<file path="src/rtl/wb_req_bridge_if.sv">
// wb_req_bridge_if: Wishbone slave side plus downstream device request/reply.
// slave = bridge view, master = SoC/device-model view.
interface wb_req_bridge_if;
  logic        wbs_cyc_i;
  logic        wbs_stb_i;
  logic        wbs_we_i;
  logic [3:0]  wbs_sel_i;
  logic [31:0] wbs_dat_i;
  logic [31:0] wbs_adr_i;
  logic        wbs_ack_o;
  logic [31:0] wbs_dat_o;
  logic        dev_valid;
  logic [3:0]  dev_wstrb;
  logic [31:0] dev_wdata;
  logic [31:0] dev_addr;
  logic        dev_ready;
  logic [31:0] dev_rdata;

  modport slave (
    input  wbs_cyc_i, wbs_stb_i, wbs_we_i,
    input  wbs_sel_i, wbs_dat_i, wbs_adr_i,
    input  dev_ready, dev_rdata,
    output wbs_ack_o, wbs_dat_o,
    output dev_valid, dev_wstrb,
    output dev_wdata, dev_addr
  );

  modport master (
    output wbs_cyc_i, wbs_stb_i, wbs_we_i,
    output wbs_sel_i, wbs_dat_i, wbs_adr_i,
    output dev_ready, dev_rdata,
    input  wbs_ack_o, wbs_dat_o,
    input  dev_valid, dev_wstrb,
    input  dev_wdata, dev_addr
  );
endinterface

</file>
<file path="src/rtl/wb_req_bridge.sv">
// wb_req_bridge: Wishbone classic slave that forwards a windowed request
// to a valid/ready device, with bus timeout, abort and txn counter.
module wb_req_bridge #(
  parameter logic [31:0] BASE_ADDR = 32'h3000_0000,
  parameter logic [31:0] ADDR_MASK = 32'hFFFF_0000,
  parameter int unsigned TIMEOUT   = 16,
  parameter logic [31:0] ERR_DATA  = 32'hBADC_0FFE
) (
  input  logic                  wb_clk_i,
  input  logic                  wb_rst_i,
  wb_req_bridge_if.slave        bus,
  input  logic                  clr_err,
  output logic                  err_sticky,
  output logic [15:0]           txn_count
);

  typedef enum logic [1:0] {
    IDLE = 2'd0,
    REQ  = 2'd1,
    ACK  = 2'd2
  } state_t;

  localparam logic [15:0] TLIM = 16'(TIMEOUT - 1);

  state_t      r_state;
  logic [31:0] r_adr;
  logic [31:0] r_dat;
  logic [3:0]  r_wstrb;
  logic        r_we;
  logic [31:0] r_rdata;
  logic [31:0] r_dato;
  logic        r_ack;
  logic        r_valid;
  logic        r_abort;
  logic [15:0] r_tcnt;
  logic        r_err;
  logic [15:0] r_txn;

  logic        w_hit;
  logic        w_tmo;
  logic        w_abort;
  logic        w_done;
  logic [31:0] w_rd_next;

  assign w_hit = bus.wbs_cyc_i & bus.wbs_stb_i &
                 ((bus.wbs_adr_i & ADDR_MASK) ==
                  (BASE_ADDR & ADDR_MASK));

  assign w_tmo   = (TIMEOUT != 0) && (r_tcnt == TLIM);
  assign w_abort = r_abort | ~bus.wbs_cyc_i;
  assign w_done  = bus.dev_ready | w_tmo;

  // A device reply wins over a timeout landing on the same cycle.
  always_comb begin
    w_rd_next = 32'h0;
    if (!r_we) begin
      w_rd_next = bus.dev_ready ? bus.dev_rdata : ERR_DATA;
    end
  end

  // Main request FSM with registered bus/device outputs.
  always_ff @(posedge wb_clk_i or posedge wb_rst_i) begin
    if (wb_rst_i) begin
      r_state <= IDLE;
      r_adr   <= 32'h0;
      r_dat   <= 32'h0;
      r_wstrb <= 4'h0;
      r_we    <= 1'b0;
      r_rdata <= 32'h0;
      r_dato  <= 32'h0;
      r_ack   <= 1'b0;
      r_valid <= 1'b0;
      r_abort <= 1'b0;
      r_tcnt  <= 16'h0;
      r_err   <= 1'b0;
      r_txn   <= 16'h0;
    end else begin
      r_ack  <= 1'b0;
      r_dato <= 32'h0;
      if (clr_err) begin
        r_err <= 1'b0;
      end
      unique case (r_state)
        IDLE: begin
          if (w_hit) begin
            r_adr   <= bus.wbs_adr_i;
            r_dat   <= bus.wbs_dat_i;
            r_wstrb <= bus.wbs_sel_i & {4{bus.wbs_we_i}};
            r_we    <= bus.wbs_we_i;
            r_tcnt  <= 16'h0;
            r_abort <= 1'b0;
            r_valid <= 1'b1;
            r_state <= REQ;
          end
        end
        REQ: begin
          r_abort <= w_abort;
          if (w_done) begin
            r_valid <= 1'b0;
            r_txn   <= r_txn + 16'd1;
            r_rdata <= w_rd_next;
            if (!bus.dev_ready) begin
              r_err <= 1'b1;
            end
            if (w_abort) begin
              r_state <= IDLE;
            end else begin
              r_state <= ACK;
              r_ack   <= 1'b1;
              r_dato  <= w_rd_next;
            end
          end else begin
            r_tcnt <= r_tcnt + 16'd1;
          end
        end
        ACK: begin
          r_state <= IDLE;
        end
        default: begin
          r_state <= IDLE;
        end
      endcase
    end
  end

  assign bus.wbs_ack_o = r_ack;
  assign bus.wbs_dat_o = r_dato;
  assign bus.dev_valid = r_valid;
  assign bus.dev_wstrb = r_wstrb;
  assign bus.dev_wdata = r_dat;
  assign bus.dev_addr  = r_adr;
  assign err_sticky    = r_err;
  assign txn_count     = r_txn;

endmodule
</file>
<file path="src/flat_wrapper.sv">
// flat-port wrapper written by rule: the top's interface ports become plain ports
module wb_req_bridge_flat 
#(
  parameter logic [31:0] BASE_ADDR = 32'h3000_0000,
  parameter logic [31:0] ADDR_MASK = 32'hFFFF_0000,
  parameter int unsigned TIMEOUT   = 16,
  parameter logic [31:0] ERR_DATA  = 32'hBADC_0FFE
)
  (wb_clk_i, wb_rst_i, clr_err, err_sticky, txn_count, bus_wbs_cyc_i, bus_wbs_stb_i, bus_wbs_we_i, bus_wbs_sel_i, bus_wbs_dat_i, bus_wbs_adr_i, bus_dev_ready, bus_dev_rdata, bus_wbs_ack_o, bus_wbs_dat_o, bus_dev_valid, bus_dev_wstrb, bus_dev_wdata, bus_dev_addr);
  wb_req_bridge_if bus_i ();
  input  logic wb_clk_i;
  input  logic wb_rst_i;
  input  logic clr_err;
  output logic err_sticky;
  output logic [15:0] txn_count;
  input wire logic [$bits(bus_i.wbs_cyc_i)-1:0] bus_wbs_cyc_i;
  input wire logic [$bits(bus_i.wbs_stb_i)-1:0] bus_wbs_stb_i;
  input wire logic [$bits(bus_i.wbs_we_i)-1:0] bus_wbs_we_i;
  input wire logic [$bits(bus_i.wbs_sel_i)-1:0] bus_wbs_sel_i;
  input wire logic [$bits(bus_i.wbs_dat_i)-1:0] bus_wbs_dat_i;
  input wire logic [$bits(bus_i.wbs_adr_i)-1:0] bus_wbs_adr_i;
  input wire logic [$bits(bus_i.dev_ready)-1:0] bus_dev_ready;
  input wire logic [$bits(bus_i.dev_rdata)-1:0] bus_dev_rdata;
  output wire logic [$bits(bus_i.wbs_ack_o)-1:0] bus_wbs_ack_o;
  output wire logic [$bits(bus_i.wbs_dat_o)-1:0] bus_wbs_dat_o;
  output wire logic [$bits(bus_i.dev_valid)-1:0] bus_dev_valid;
  output wire logic [$bits(bus_i.dev_wstrb)-1:0] bus_dev_wstrb;
  output wire logic [$bits(bus_i.dev_wdata)-1:0] bus_dev_wdata;
  output wire logic [$bits(bus_i.dev_addr)-1:0] bus_dev_addr;
  assign bus_i.wbs_cyc_i = bus_wbs_cyc_i;
  assign bus_i.wbs_stb_i = bus_wbs_stb_i;
  assign bus_i.wbs_we_i = bus_wbs_we_i;
  assign bus_i.wbs_sel_i = bus_wbs_sel_i;
  assign bus_i.wbs_dat_i = bus_wbs_dat_i;
  assign bus_i.wbs_adr_i = bus_wbs_adr_i;
  assign bus_i.dev_ready = bus_dev_ready;
  assign bus_i.dev_rdata = bus_dev_rdata;
  assign bus_wbs_ack_o = bus_i.wbs_ack_o;
  assign bus_wbs_dat_o = bus_i.wbs_dat_o;
  assign bus_dev_valid = bus_i.dev_valid;
  assign bus_dev_wstrb = bus_i.dev_wstrb;
  assign bus_dev_wdata = bus_i.dev_wdata;
  assign bus_dev_addr = bus_i.dev_addr;
  wb_req_bridge #(.BASE_ADDR(BASE_ADDR), .ADDR_MASK(ADDR_MASK), .TIMEOUT(TIMEOUT), .ERR_DATA(ERR_DATA)) u_core (.wb_clk_i(wb_clk_i), .wb_rst_i(wb_rst_i), .bus(bus_i), .clr_err(clr_err), .err_sticky(err_sticky), .txn_count(txn_count));
endmodule
</file>
<file path="config.mk">
export PLATFORM = sky130hd
export DESIGN_NAME = wb_req_bridge_flat
export DESIGN_NICKNAME = d
export VERILOG_FILES = /design/src/rtl/wb_req_bridge_if.sv /design/src/rtl/wb_req_bridge.sv /design/src/flat_wrapper.sv
export SDC_FILE = /design/constraint.sdc
export NUM_CORES = 1
export LEC_CHECK = 0
export ABC_AREA = 1
export ABC_CLOCK_PERIOD_IN_PS = 8500
export BUFFER_PORTS_ARGS = -buffer_cell sky130_fd_sc_hd__buf_2
export CAP_MARGIN = 20
export CORE_MARGIN = 2
export CORE_UTILIZATION = 35
export DETAILED_ROUTE_END_ITERATION = 16
export PLACE_DENSITY = 0.63
export SLEW_MARGIN = 30
export SYNTH_ARGS = -nofsm -noshare
export SYNTH_HDL_FRONTEND = slang
export SYNTH_SLANG_ARGS = --single-unit
</file>
<file path="constraint.sdc">
create_clock -name wb_clk_i -period 8.5 [get_ports wb_clk_i]
set_input_delay 0.425 -clock wb_clk_i [delete_from_list [all_inputs] [get_ports wb_clk_i]]
set_output_delay 0.425 -clock wb_clk_i [all_outputs]
set_load 0.05 [all_outputs]
</file>
==> Word-level counts from Yosys, hierarchy flattened <==
Cells that the tools add are included.
{ "totals": {"inputBits": 107, "output_inout_bits": 119, "wordCells": 58, "reg_bits": 139} }
{ "classes": {"n_bitwise": 6, "reduce_logical": 8, "mux": 24, "eq_ne": 6, "n_addsub": 2} }
{ "ops": {"columns": ["cell", "n"], "rows": [
  ["$mux W32", 5],
  ["$add A16 B1 Y16 const B", 2],
  ["$mux W16", 2],
  ["$pmux W16 S2", 1],
  ["$eq A16 B14 Y1 const B", 1],
  ["$eq A16 B4 Y1 const B", 1],
  ["$mux W1", 10],
  ["$reduce_and A2 Y1", 4],
  ["$mux W2", 3],
  ["$reduce_and A3 Y1", 2],
  ["$and A4 B4 Y4", 1],
  ["$ne A2 B1 Y1 const B", 2],
  ["$pmux W1 S2", 2],
  ["$pmux W2 S2", 1],
  ["$and A1 B1 Y1", 2],
  ["$eq A2 B1 Y1 const B", 1],
  ["$logic_not A2 Y1", 1],
  ["$ne A2 B2 Y1 const B", 1],
  ["$or A1 B1 Y1", 2],
  ["$reduce_bool A2 Y1", 1],
  ["$not A1 Y1", 1]
]} }

==> Depth between registers and ports, before layout <==
Gate-level depths: netlist of run 1.
{ "depth": {"depth_word": 5, "depth_mapped": 10, "mapped_depth_nobuf": 9} }

==> Least setup slack after synthesis of run 1 <==
No wires, ideal clock.
{ "synth_path": {"path_kind": "register to register", "from": "register u_core.r_txn[0], in the netlist u_core.txn_count[0]", "to": "register u_core.r_txn[12], in the netlist u_core.txn_count[12]", "path_buffers": 0, "setup_slack_ns": 6.813, "setup_ns": 0.127, "period_less_slack_ns": 1.687, "path_stages_with_launch": 9, "arrival_ns": 1.560, "t_required_ns": 8.373, "cell_sequence": "dfrtp_1 > ha_1 > nand2_1 > nor2_1 > nand3_1 > nand2_1 > nand2_1 > nand2_1 > o21ai_0"} }
{ "synth_via": {"elab_chain_cells": 1} }
{ "synth_rtl": {"columns": ["item", "line", "rtl"], "rows": [
  ["from (decl)", "wb_req_bridge.sv:37", "logic [15:0] r_txn;"],
  ["from (signal assigned)", "wb_req_bridge.sv:100", "r_txn <= r_txn + 16'd1;"],
  ["$add A16 B1 Y16", "wb_req_bridge.sv:100", null]
]} }
No other way between the ends.
A chain may end at the register's enable or synchronous reset.

==> Worst setup path after layout of run 1 <==
{ "layout_path": {"from": "register u_core.r_tcnt[0]", "to": "register u_core.r_dato[12], in the netlist u_core.bus.wbs_dat_o[12]"} }
{ "layout_via": {"elab_chain_cells": 4} }
{ "layout_rtl": {"columns": ["item", "line", "rtl"], "rows": [
  ["from (decl)", "wb_req_bridge.sv:35", "logic [15:0] r_tcnt;"],
  ["from (signal assigned)", "wb_req_bridge.sv:113", "r_tcnt <= r_tcnt + 16'd1;"],
  ["$eq A16 B4 Y1", "wb_req_bridge.sv:49", "assign w_tmo = (TIMEOUT != 0) && (r_tcnt == TLIM);"],
  ["$or A1 B1 Y1", "wb_req_bridge.sv:51", "assign w_done = bus.dev_ready | w_tmo;"],
  ["$mux W32", "wb_req_bridge.sv:98", "if (w_done) begin"],
  ["$mux W32", "wb_req_bridge.sv:83", "unique case (r_state)"],
  ["to (signal assigned)", "wb_req_bridge.sv:110", "r_dato <= w_rd_next;"],
  ["to (decl)", "wb_req_bridge.sv:31", "logic [31:0] r_dato;"]
]} }
No other way between the ends.

==> impl_metrics.toml, run 1 <==
[clock_tree]
cts_buffers = 17
cts.path.max_buffers = 2
cts_root_buf = "clkbuf_16"
postCtsHoldBufs = 0
numClockSinks = 139
cts_setup_buffers = 0
htree_levels = 4
path_clk_slew_ps = 60
cts_resized = 0
insertion_delay_ps = 420
cts_tree = "built"

[yosys]
synth_top_family_by_area = "simple AND/OR/NAND/NOR gates"
synthTopCellsByCount = "nand2_1, dfrtp_1, nor2_1, inv_1, o21ai_0"
synth_top_area_cell = "dfrtp_1"
synth_top_area_frac = 0.5714
ys_async_sr_fraction = 1.000
synth_edf_count = 0
ys_warn_count = 0
seq_area_frac_synth = 0.5714
synthesis.instances = 730
synth_mux_area_frac = 0
synth_most_common_cell = "nand2_1"
synthAdderAreaFrac = 0.004111
mappedNetlistNets = 839
yosysUniqueCellTypes = 26
synthSimpleGateAreaFrac = 0.2569
ys_seq_elements = 139
synth_xor_area_frac = 0.02590
syn_avg_cell_area_um2 = 8.338
synth_top_flop_cell = "dfrtp_1"
synth-compound-area-share = 0.05612
netlist_area_mm2 = 0.006087
synthTopCellsByArea = "dfrtp_1, nand2_1, nor2_1, inv_1, o21ai_0"

[final_layout]
stdcell_count = 1189
drive_gt1_frac = 0.2946
n_fill_cell = 1709
fin_area_mm2 = 0.008000
diodes = 0
final_nets = 1060
area_delta_synth_final_pct = 31.43

[power]
power_leakage_nw = 4.669
swShare = 0.2244
power_frac_seq = 0.445
p_sw_w = 0.0003335
p_clk_frac = 0.518
cell_internal_pwr_w = 0.001153
power.density_mw_per_mm2 = 185.8
p_comb_frac = 0.036
ir_worst_vdd_v = 0.0001384

[global_route]
grt_use_total = 0.1653
grt_pass1_vias = 4681
overflow = 0
grt_pass1_wl_um = 23830
grt_max_degree = 97
antenna_found_initial = 0

[run_status]
status = "complete, no violations"

[detailed_routing]
via_per_inst = 4.408
post_drt_wl_per_cell_um = 13.04
firstDrtPassIters = 5
drt-total-wl_um = 15500
drc = 0
num_vias = 5241
postRouteAntennaNets = 0
drtIter0Drc = 342

[setup_path]
startpoint = "u_core.r_tcnt[0]"
critPathKind = "flip-flop to flip-flop"
cp.arrival_ps = 2590
critPathRequiredTime_ps = 8830
startpoint_type = "flip-flop"
reg2reg_depth = 7
path_max_fanout = 21
end_kind = "flip-flop"
rr_startpoint = "u_core.r_tcnt[0]"

[timing]
finalSetupViolCount = 0
rsz0062_at_grt = "false"
fin_crit_sh = 0.2654
hold_violations = 0
fin_worst_skew_ps = 6.685
worst_pin_slew_ps = 910.3
fin_setup_tns_ps = 0
maxSlewHeadroom = 0.3925
fmax_mhz = 443.3
fin_crit_ps = 2256
slew_violations = 0

[die]
die_w_um = 135.9
die_area_mm2 = 0.01846
io_pins = 226
die_y_um = 135.9
core-area_mm2 = 0.01718
initial_utilization = 0.3544
rows = 48

[worst_hold_path]
hp-class = "primary input to async pin"

[place]
dpl_cell_area_mm2 = 0.007372
hpwl_um = 11150
dp_cells = 1156
place.gp.congestion = 0.8597
io_buffers = 225

[run]
cap_viol_max_count = 0
worst max-delay path, stage by stage (launching register included):
cell	delay [ps]
dfrtp_1	410
ha_1	280
nand3_2	170
nor2_4	180
nand2_4	90
a21oi_4	460
nand2_2	390
nor2_1	190
worst paths after layout:
check,slack (ps),to
hold / removal,90,u_core.bus.dev_addr[1]
max in group asynchronous,7340,u_core.bus.wbs_dat_o[12]
setup reg to reg,6240,u_core.bus.wbs_dat_o[12]
min in group wb_clk_i,190,u_core.err_sticky
hold reg to reg,460,u_core.bus.dev_addr[28]
setup / recovery,6240,u_core.bus.wbs_dat_o[12]
flip-flops by register name (all words and copies together), names as in the netlist:
name                  cells
u_core.r_state            2
u_core.r_tcnt            16
u_core.bus.wbs_dat_o     32
u_core.bus.wbs_ack_o      1
u_core.bus.dev_wdata     32
u_core.txn_count         16
u_core.bus.dev_addr      32
u_core.err_sticky         1
u_core.bus.dev_wstrb      4
u_core.bus.dev_valid      1
u_core.r_abort            1
u_core.r_we               1
per-stage QoR:
stage	hold slack (ps)	total power (W)	setup WS (ps)	utilization
final	89.57	0.001486	6244	0.4658
after floorplan	475.0	0.0006959	4350	-
after global placement	444.7	0.0007290	5922	0.4291
after detailed placement	445.7	0.0007291	5851	0.4292
after global routing	131.6	0.001541	5975	0.4658
after CTS	117.8	0.001507	6048	0.4649
placed cells by master, fill, tap and decap left out, types with 2 or more instances in the layout:
cell        synthesis  layout
dfrtp_1           139     139
nand2_2             7       7
nor2_4              2       2
bufinv_16           0       3
ha_1                2       2
clkbuf_16           0      17
nor2_1            110     109
nor3_1              3       3
nor2_2              9      10
nand4_1            12      12
o21ai_0            60      60
inv_6               0       5
nand2_1           210     210
buf_6               3       2
inv_8               0       2
nand3_2             2       2
buf_2               8     225
a21oi_1             2       2
xor2_1             13      13
o21ai_1             3       3
clkinvlp_4          0       3
nand3_1            21      21
inv_1              99      98
xnor2_1             5       5
power groups by stage:
stage               Combinational, W  Sequential (W)  Clock (W)
finish                     0.0000541        0.000662   0.000771
detailed placement         0.0000552        0.000674          0
CTS                        0.0000556        0.000662   0.000790
global route               0.0000622        0.000661   0.000818
floorplan                  0.0000217        0.000674          0
global placement           0.0000551        0.000674          0
cell type report:
type	instances	area [um^2]	share of cell area
clock buffers	18	429.2	0.05364
clock inverters	14	183.9	0.02299
inverters	100	380.4	0.04754
multi-input cells	465	2091	0.2613
flip-flops and latches	139	3478	0.4348
well taps	225	281.5	0.03519
repair buffers	228	1156	0.1445
cells by family after synthesis:
family	Yosys count
fa+ha+maj	2
flops	139
simple gates	379
compound gates	66
xor+xnor	18
buf+inv	126
metal layers:
metal | global-route usage | routed length (um) | part of all wire | vias to the layer above
met3 | 0.04884 | 1208 | 0.078 | 11
met5 | 0 | 0 | 0 | -
li1 | - | - | - | 2657
met1 | 0.2203 | 7082 | 0.46 | 2388
met2 | 0.2609 | 7056 | 0.46 | 185
met4 | 0.04977 | 154 | 0.0099 | 0
Power figures use the tool's default switching activity.
==> run 2: changes to the inputs <==
--- a/config.mk
+++ b/config.mk
@@ -6,7 +6,7 @@
 export NUM_CORES = 1
 export LEC_CHECK = 0
 export ABC_AREA = 1
-export ABC_CLOCK_PERIOD_IN_PS = 8500
+export ABC_CLOCK_PERIOD_IN_PS = 2300
 export BUFFER_PORTS_ARGS = -buffer_cell sky130_fd_sc_hd__buf_2
 export CAP_MARGIN = 20
 export CORE_MARGIN = 2
==> constraint.sdc (replaced) <==
create_clock -name wb_clk_i -period 2.3 [get_ports wb_clk_i]
set_input_delay 0.115 -clock wb_clk_i [delete_from_list [all_inputs] [get_ports wb_clk_i]]
set_output_delay 0.115 -clock wb_clk_i [all_outputs]
set_load 0.05 [all_outputs]
==> run 2 against run 1 <==
Maximum frequency increased by 27%. Cell count increased by 7.8%. Wire length increased by 13%. Die area unchanged. Worst hold slack got worse by 43 ps. Critical endpoint is now u_core.r_tcnt[15].
==> impl_metrics.toml, run 2 (synthesized netlist as in run 1, its figures left out) <==
[final_layout]
area_delta_synth_final_pct = 46.13
final_common_cell = "buf_2"
drive_gt1_frac = 0.2737
multi_input_area_mm2 = 0.002088
final_nets = 1152
fin_area_mm2 = 0.008895
stdcell_count = 1282
layout_common_cells = "buf_2, nand2_1, dfrtp_1"
seq_area_mm2 = 0.003478
n_fill_cell = 1542

[setup_path]
critPathBufInv = 1
startpoint_type = "flip-flop"
startpoint = "u_core.r_tcnt[0]"
ff2ff_setup_slack_ps = 520
critPathSlowestCell = "dfrtp_1"
rr_startpoint = "u_core.r_tcnt[0]"
critPathKind = "flip-flop to flip-flop"
critical_path.max_stage_delay_ps = 410
cp_cell_sequence = "ha_1, nand3_2, nor2_4, nand2_4, nand2_2, nand2_2, inv_2, nand2_1, nand2_1"
path_max_fanout = 13
critPathRequiredTime_ps = 2660
path_delay_family = "simple AND/OR/NAND/NOR gates"
cp.arrival_ps = 2140
end_kind = "flip-flop"

[die]
die_y_um = 135.9
die_area_mm2 = 0.01846
io_pins = 226
initial_utilization = 0.3544
die_w_um = 135.9
rows = 48
core-area_mm2 = 0.01718

[place]
dp_cells = 1163
io_buffers = 225
hpwl_um = 11650
dpl_cell_area_mm2 = 0.007433
place.gp.congestion = 0.9250

[detailed_routing]
drtIter0Drc = 361
firstDrtPassIters = 4
postRouteAntennaNets = 0
drc = 0
num_vias = 5624
post_drt_wl_per_cell_um = 13.60
drt-total-wl_um = 17440
via_per_inst = 4.387

[timing]
maxSlewHeadroom = 0.3595
worst_pin_slew_ps = 957.2
fmax_mhz = 561.2
fin_crit_sh = 0.7748
fin_hold_ws_ps = 46.49
slew_violations = 0
rsz0062_at_grt = "false"
finalSetupViolCount = 0
fin_worst_skew_ps = 9.214
hold_violations = 0
fin_crit_ps = 1782
fin_setup_tns_ps = 0

[power]
power.density_mw_per_mm2 = 624.4
ir_worst_vdd_v = 0.0005217
power_leakage_nw = 5.052

[clock_tree]
path_clk_slew_ps = 60
cts_setup_buffers = 0
htree_levels = 4
cts_root_buf = "clkbuf_16"
insertion_delay_ps = 420
cts_tree = "built"
cts.path.max_buffers = 2
cts_resized = 0
numClockSinks = 139
cts_buffers = 17

[global_route]
grt_pass1_wl_um = 26500
grt_use_total = 0.1851
grt_pass1_vias = 5320
grt_max_degree = 100
antenna_found_initial = 1
overflow = 0

[worst_hold_path]
hp-class = "primary input to flip-flop"
hp-start = "bus_wbs_dat_i[31]"

[run]
cap_viol_max_count = 0

[run_status]
status = "complete, no violations"
[run 2: layout make-up]
| cell class | instances | area share |
|---|---|---|
| Inverter | 100 | 0.04262 |
| Timing Repair Buffer | 320 | 0.2324 |
| Clock buffer | 19 | 0.04980 |
| Tap cell | 225 | 0.03165 |
| Clock inverter | 13 | 0.01744 |
| Sequential cell | 139 | 0.3911 |
| Multi-Input combinational cell | 465 | 0.2348 |
| Antenna cell | 1 | 0.0002813 |
[run 2: worst paths after layout]
check,depth (start not counted),end
max in group asynchronous,4,u_core.txn_count[11]
max,9,u_core.r_tcnt[15]
min in group asynchronous,4,u_core.bus.wbs_dat_o[4]
min reg2reg,2,u_core.bus.dev_addr[29]
min,3,u_core.bus.dev_wdata[31]
max reg2reg,9,u_core.r_tcnt[15]
[run 2: through the flow]
stage	worst slack, ps	power, W	util
after floorplan	449.9	0.002572	-
after global placement	556.1	0.002701	0.4328
after detailed placement	525.7	0.002701	0.4328
after CTS	512.2	0.005613	0.5177
after global routing	350.8	0.005763	0.5178
final	518.0	0.005554	0.5178
[run 2: timing repair]
item,4_1_cts,5_1_grt
hold buffers,86,0
endpoints found under the hold margin,224,0
endpoints found under the setup margin,0,0
[run 2: worst min-delay path, stage by stage]
cell     delay [ps]
buf_2           100
inv_1            80
o21ai_0         110
[run 2: layer usage]
metal,GRT usage,vias up,wire [um]
met5,0,-,0
met4,0.07176,0,351
met3,0.04996,29,1325
met2,0.3016,207,8089
met1,0.2353,2541,7675
li1,-,2847,-
[run 2: power by group]
group | switching, W | leakage (nW) | total, W | internal [W]
combinational | 0.000145 | 2.85 | 0.000326 | 0.000181
clock | 0.00113 | 0.289 | 0.00278 | 0.00166
sequential | 0.000000143 | 1.92 | 0.00245 | 0.00245
total | 0.00127 | 5.05 | 0.00555 | 0.00428
